==> config.mk <==
export PLATFORM = sky130hd
export DESIGN_NAME = biu_regfile_flat
export DESIGN_NICKNAME = d
export VERILOG_FILES = /design/src/rtl/biu_pkg.sv /design/src/rtl/biu_regfile_if.sv /design/src/rtl/biu_addr_decode.sv /design/src/rtl/biu_regfile.sv /design/src/flat_wrapper.sv
export SDC_FILE = /design/constraint.sdc
export NUM_CORES = 1
export LEC_CHECK = 0
export ABC_AREA = 1
export CAP_MARGIN = 20
export CORE_MARGIN = 4
export CORE_UTILIZATION = 60
export CTS_CLUSTER_DIAMETER = 30
export DETAILED_ROUTE_END_ITERATION = 6
export DONT_BUFFER_PORTS = 1
export PLACE_DENSITY_LB_ADDON = 0.12
export RECOVER_POWER = 50
export SLEW_MARGIN = 5
export SYNTH_ARGS = -nofsm -noshare
export SYNTH_HDL_FRONTEND = slang
export SYNTH_SLANG_ARGS = --single-unit
export TNS_END_PERCENT = 100
==> constraint.sdc <==
create_clock -name Clk -period 1.52 [get_ports Clk]
set_input_delay 0.304 -clock Clk [delete_from_list [all_inputs] [get_ports Clk]]
set_output_delay 0.304 -clock Clk [all_outputs]
set_load 0.1 [all_outputs]
==> src/rtl/biu_pkg.sv <==
// biu_pkg: shared BIU constants, SDRAM configuration field layout and word type
package biu_pkg;
  localparam logic [31:0] BIU_REG_ADDR = 32'h3FFF_FFFF;
  localparam int TBURST_LSB = 0;
  localparam int TBURST_W = 3;
  localparam int ADDR_MODE_LSB = 3;
  localparam int ADDR_MODE_W = 1;
  localparam int TLAT_LSB = 4;
  localparam int TLAT_W = 4;
  localparam int TPRE_LSB = 8;
  localparam int TPRE_W = 8;
  localparam int TWAIT_LSB = 16;
  localparam int TWAIT_W = 8;
  localparam int TCAS_LSB = 24;
  localparam int TCAS_W = 8;
  typedef struct packed {
    logic [TCAS_W-1:0] tcas;
    logic [TWAIT_W-1:0] twait;
    logic [TPRE_W-1:0] tpre;
    logic [TLAT_W-1:0] tlat;
    logic addr_mode;
    logic [TBURST_W-1:0] tburst;
  } sdram_cfg_t;
endpackage

==> src/rtl/biu_regfile_if.sv <==
// biu_regfile_if: BIU write bus into the config register and SDRAM timing fields out
interface biu_regfile_if;
  import biu_pkg::*;
  logic MasterBusy;
  logic [31:0] AddrIn;
  logic [31:0] DataIn;
  logic En;
  logic [TBURST_W-1:0] tburst;
  logic addr_mode;
  logic [TLAT_W-1:0] tlat;
  logic [TPRE_W-1:0] tpre;
  logic [TWAIT_W-1:0] twait;
  logic [TCAS_W-1:0] tcas;
  logic prog_mode;
  modport master (
    output MasterBusy, AddrIn, DataIn, En,
    input tburst, addr_mode, tlat, tpre, twait, tcas, prog_mode
  );
  modport slave (
    input MasterBusy, AddrIn, DataIn, En,
    output tburst, addr_mode, tlat, tpre, twait, tcas, prog_mode
  );
endinterface

==> src/rtl/biu_addr_decode.sv <==
// biu_addr_decode: qualifies a bus write to one register address
module biu_addr_decode #(
  parameter logic [31:0] ADDR = 32'h3FFF_FFFF
) (
  input  logic        en,
  input  logic        master_busy,
  input  logic [31:0] addr,
  output logic        wr
);
  assign wr = en & ~master_busy & (addr == ADDR);
endmodule

==> src/rtl/biu_regfile.sv <==
// biu_regfile: bus-written SDRAM configuration word driving timing/mode fields
module biu_regfile
  import biu_pkg::*;
#(
  parameter logic [31:0] REG_ADDR = BIU_REG_ADDR,
  parameter logic [31:0] RST_CFG = 32'h0000_0000
) (
  input logic Clk,
  input logic Rst,
  biu_regfile_if.slave bus
);
  logic wr;
  logic [31:0] cfg;
  logic prog_q;
  biu_addr_decode #(.ADDR(REG_ADDR)) u_dec (
    .en(bus.En),
    .master_busy(bus.MasterBusy),
    .addr(bus.AddrIn),
    .wr(wr)
  );
  // load the whole word on a qualified write; prog flag marks the cycle after it
  always_ff @(posedge Clk or posedge Rst) begin
    if (Rst) begin
      cfg <= RST_CFG;
      prog_q <= 1'b0;
    end else begin
      prog_q <= wr;
      if (wr) cfg <= bus.DataIn;
    end
  end
  assign bus.tburst = cfg[TBURST_LSB +: TBURST_W];
  assign bus.addr_mode = cfg[ADDR_MODE_LSB];
  assign bus.tlat = cfg[TLAT_LSB +: TLAT_W];
  assign bus.tpre = cfg[TPRE_LSB +: TPRE_W];
  assign bus.twait = cfg[TWAIT_LSB +: TWAIT_W];
  assign bus.tcas = cfg[TCAS_LSB +: TCAS_W];
  assign bus.prog_mode = prog_q;
endmodule

==> src/flat_wrapper.sv <==
// flat-port wrapper written by rule: the top's interface ports become plain ports
module biu_regfile_flat import biu_pkg::*;
#(
  parameter logic [31:0] REG_ADDR = BIU_REG_ADDR,
  parameter logic [31:0] RST_CFG = 32'h0000_0000
)
  (Clk, Rst, bus_MasterBusy, bus_AddrIn, bus_DataIn, bus_En, bus_tburst, bus_addr_mode, bus_tlat, bus_tpre, bus_twait, bus_tcas, bus_prog_mode);
  biu_regfile_if bus_i ();
  input logic Clk;
  input logic Rst;
  input wire logic [$bits(bus_i.MasterBusy)-1:0] bus_MasterBusy;
  input wire logic [$bits(bus_i.AddrIn)-1:0] bus_AddrIn;
  input wire logic [$bits(bus_i.DataIn)-1:0] bus_DataIn;
  input wire logic [$bits(bus_i.En)-1:0] bus_En;
  output wire logic [$bits(bus_i.tburst)-1:0] bus_tburst;
  output wire logic [$bits(bus_i.addr_mode)-1:0] bus_addr_mode;
  output wire logic [$bits(bus_i.tlat)-1:0] bus_tlat;
  output wire logic [$bits(bus_i.tpre)-1:0] bus_tpre;
  output wire logic [$bits(bus_i.twait)-1:0] bus_twait;
  output wire logic [$bits(bus_i.tcas)-1:0] bus_tcas;
  output wire logic [$bits(bus_i.prog_mode)-1:0] bus_prog_mode;
  assign bus_i.MasterBusy = bus_MasterBusy;
  assign bus_i.AddrIn = bus_AddrIn;
  assign bus_i.DataIn = bus_DataIn;
  assign bus_i.En = bus_En;
  assign bus_tburst = bus_i.tburst;
  assign bus_addr_mode = bus_i.addr_mode;
  assign bus_tlat = bus_i.tlat;
  assign bus_tpre = bus_i.tpre;
  assign bus_twait = bus_i.twait;
  assign bus_tcas = bus_i.tcas;
  assign bus_prog_mode = bus_i.prog_mode;
  biu_regfile #(.REG_ADDR(REG_ADDR), .RST_CFG(RST_CFG)) u_core (.Clk(Clk), .Rst(Rst), .bus(bus_i));
endmodule
==> results.py <==
metrics = {
    "outcome": {
        "status": "finished clean",
    },
    "clocking": {
        "clk_latency_ns": 0.31,
        "clockRootBuffer": "clkbuf_4",
        "htreeDepth": 2,
        "cts_setup_buffers": 0,
        "cts_tree": "yes",
        "cts_made_buffers": 5,
        "cts_num_sinks": 33,
        "cts_resized": 0,
        "cts_buffer_depth": 2,
        "clk_pin_slew_ns": 0.09,
    },
    "worst_hold_path": {
        "hp-class": "in2reg",
        "hold_end": "u_core.cfg[1]$_DFFE_PP0P_",
        "hold_depth": 2,
        "holdCritStartpoint": "bus_DataIn[1]",
    },
    "power_and_ir_drop": {
        "sw_frac_of_total_pct": 20.9,
        "total_power_mw": 1.40,
        "p_clk_share_pct": 34.6,
        "pwr-share-comb_pct": 2.5,
        "peakVddDrop_mv": 0.667,
        "power.leakage_nw": 1.04,
        "power.internal_mw": 1.11,
        "power_switching_uw": 291,
        "pwr-share-seq_pct": 62.8,
        "p_per_area_mw_per_mm2": 771,
    },
    "synth": {
        "netlist_instances": 172,
        "synth_common_cells": "nand2_1, nand4_1, dfrtp_1, buf_4, nor2_1",
        "syn_nets": 240,
        "synth_cell_types": 13,
        "ys_ff_latch": 33,
        "syn_avg_cell_area_um2": 8.80,
        "syn-cell-area_mm2": 0.00151,
        "yosysMostFrequentCell": "nand2_1",
        "synth_edf_count": 0,
        "ys_seq_area_share_pct": 54.5,
        "ys_warn_count": 0,
        "async_reset_ff_share_pct": 100,
        "synth_top_area_cell": "dfrtp_1",
        "yosys-top-cells-area": "dfrtp_1, nand2_1, nand4_1",
        "synth_ff_type": "dfrtp_1",
        "synth_top_area_share_pct": 54.5,
    },
    "worst_setup_path": {
        "crit_fanout": 2,
        "r2r-start": "u_core.cfg[30]$_DFFE_PP0P_",
        "worstPathArrival_ns": 1.00,
        "cp_slowest_cell": "dfrtp_1",
        "cp-start-kind": "flop",
        "crit_buf_inv": 1,
        "crit_type": "reg2out",
        "max_stage_delay_ns": 0.38,
        "worstPathCellList": "buf_4",
        "crit_path_end_kind": "primary output",
        "reg2regPathDepth": 3,
        "required_ns": 1.22,
        "critPathTopFamily": "flip-flops",
        "reg2reg_setup_slack_ns": 0.63,
        "timing.rr.end": "u_core.cfg[30]$_DFFE_PP0P_",
    },
    "cells_and_area": {
        "area_growth_pct": 19.6,
        "nNetsFinal": 276,
        "fin_util_pct": 78.8,
        "drive_gt1_share_pct": 24.0,
        "n_antenna_cell": 0,
    },
    "timing": {
        "finalCritPeriodShare_pct": 85.5,
        "setup-tns-final_ns": 0,
        "slew_headroom_pct": 48.1,
        "final-setup-viol-count": 0,
        "rsz0062_at_grt": "false",
        "fin_crit_ns": 1.30,
        "slew_violations": 0,
        "finClkSkew_ns": 0,
        "worst_pin_slew_ns": 0.779,
        "max_freq_mhz": 769,
        "hold_viol": 0,
    },
    "place": {
        "dp_hpwl_um": 2990,
        "place_congestion": 0.787,
        "port_buffers": 0,
    },
    "global_routing": {
        "grt_first_pass_wirelength_um": 6060,
        "met3_usage_pct": 9.13,
        "grt_max_degree": 34,
        "use_met1_pct": 26.9,
        "antenna_found_initial": 0,
        "grt_busiest_layer": "met2",
        "met2_usage_pct": 41.3,
        "grt.total_usage_pct": 24.3,
        "grt-ovfl-total": 0,
        "first_global_vias": 1287,
    },
    "detailed_routing": {
        "drt_pass1_iterations": 4,
        "first_iter_violations": 72,
        "routed-via-count": 1368,
        "postRouteWirelength_um": 3930,
        "wire_per_inst_um": 16.6,
        "via_per_inst": 5.80,
        "drcViolationCount": 0,
        "antenna_left": 0,
    },
    "floorplanning": {
        "start_util_pct": 65.9,
        "die_x_um": 58.2,
        "num_rows": 17,
        "core_area_mm2": 0.00230,
        "die_h_um": 58.2,
        "dieArea_mm2": 0.00339,
        "io_pins": 101,
    },
    "job": {
        "drv_cap": 0,
    },
}
[timing repair]
item                                    in CTS  in global routing
endpoints found under the hold margin       33                  0
endpoints found under the setup margin       0                  0
hold buffers                                 1                  0
[worst max path at each step]
stage / startpoint / endpoint / slack, ns / depth (start not counted)
2_1_floorplan: u_core.cfg[3]$_DFFE_PP0P_ / bus_addr_mode / 0.32 / 0
3_3_place_gp: bus_AddrIn[27] / u_core.cfg[0]$_DFFE_PP0P_ / 0.22 / 7
3_5_place_dp: bus_AddrIn[27] / u_core.cfg[16]$_DFFE_PP0P_ / 0.11 / 7
4_1_cts: u_core.cfg[16]$_DFFE_PP0P_ / bus_twait[0] / 0.21 / 1
5_1_grt: u_core.cfg[25]$_DFFE_PP0P_ / bus_tcas[1] / 0.17 / 1
6_report: u_core.cfg[16]$_DFFE_PP0P_ / bus_twait[0] / 0.22 / 1
[cells by family after synthesis]
group                  Yosys count  share of synthesized area [%]
buffers and inverters           16                           7.19
flip-flops                      33                           54.5
AND/OR/NAND/NOR                123                           38.3
[cell type report]
cell class              count  area (um^2)
clock buffers               7         55.1
fillers                   156          487
inverters                   4         15.0
multi-input cells         123          572
flip-flops and latches     33          826
well taps                  28         35.0
repair buffers             41          308
[metrics by stage]
step           std cells  hold slack [ns]  cell area (um^2)  worst slack (ns)
5_1_grt              236            0.111              1810             0.173
3_3_place_gp         228            0.299              1760             0.222
4_1_cts              236            0.120              1820             0.212
6_report             236            0.129              1810             0.220
2_1_floorplan        172            0.433              1510             0.318
3_5_place_dp         228            0.309              1760             0.112
[state kept, by name (all words and copies together), names as in the netlist]
| name | cells |
|---|---|
| u_core.cfg | 32 |
| u_core.bus.prog_mode | 1 |
[cell usage in the layout, fill, tap and decap left out]
cell type / Yosys / layout
nand3_4: 1 / 1
nor2_1: 6 / 7
nand4_1: 34 / 34
inv_1: 3 / 3
nand3_1: 1 / 1
buf_4: 6 / 39
nor2_2: 1 / 1
nand2_1: 78 / 78
clkbuf_8: 0 / 1
clkbuf_1: 0 / 1
clkbuf_4: 0 / 5
dfrtp_1: 33 / 33
inv_2: 1 / 1
clkbuf_2: 0 / 1
dlygate4sd3_1: 0 / 1
nor2_4: 2 / 1
[per-layer routing]
| layer | wire (um) | vias to the layer above |
|---|---|---|
| met5 | 0 | - |
| met4 | 85 | 0 |
| met3 | 403 | 8 |
| met2 | 2030 | 83 |
| met1 | 1410 | 633 |
| li1 | - | 644 |
[power by group through the flow]
| stage | combinational (mW) | clock [mW] | sequential, mW |
|---|---|---|---|
| after global placement | 0.0344 | 0 | 0.895 |
| final | 0.0354 | 0.484 | 0.877 |
| after floorplan | 0.0272 | 0 | 0.895 |
| after global routing | 0.0421 | 0.537 | 0.877 |
| after detailed placement | 0.0356 | 0 | 0.895 |
| after CTS | 0.0376 | 0.493 | 0.877 |
Power figures use the tool's default switching activity.
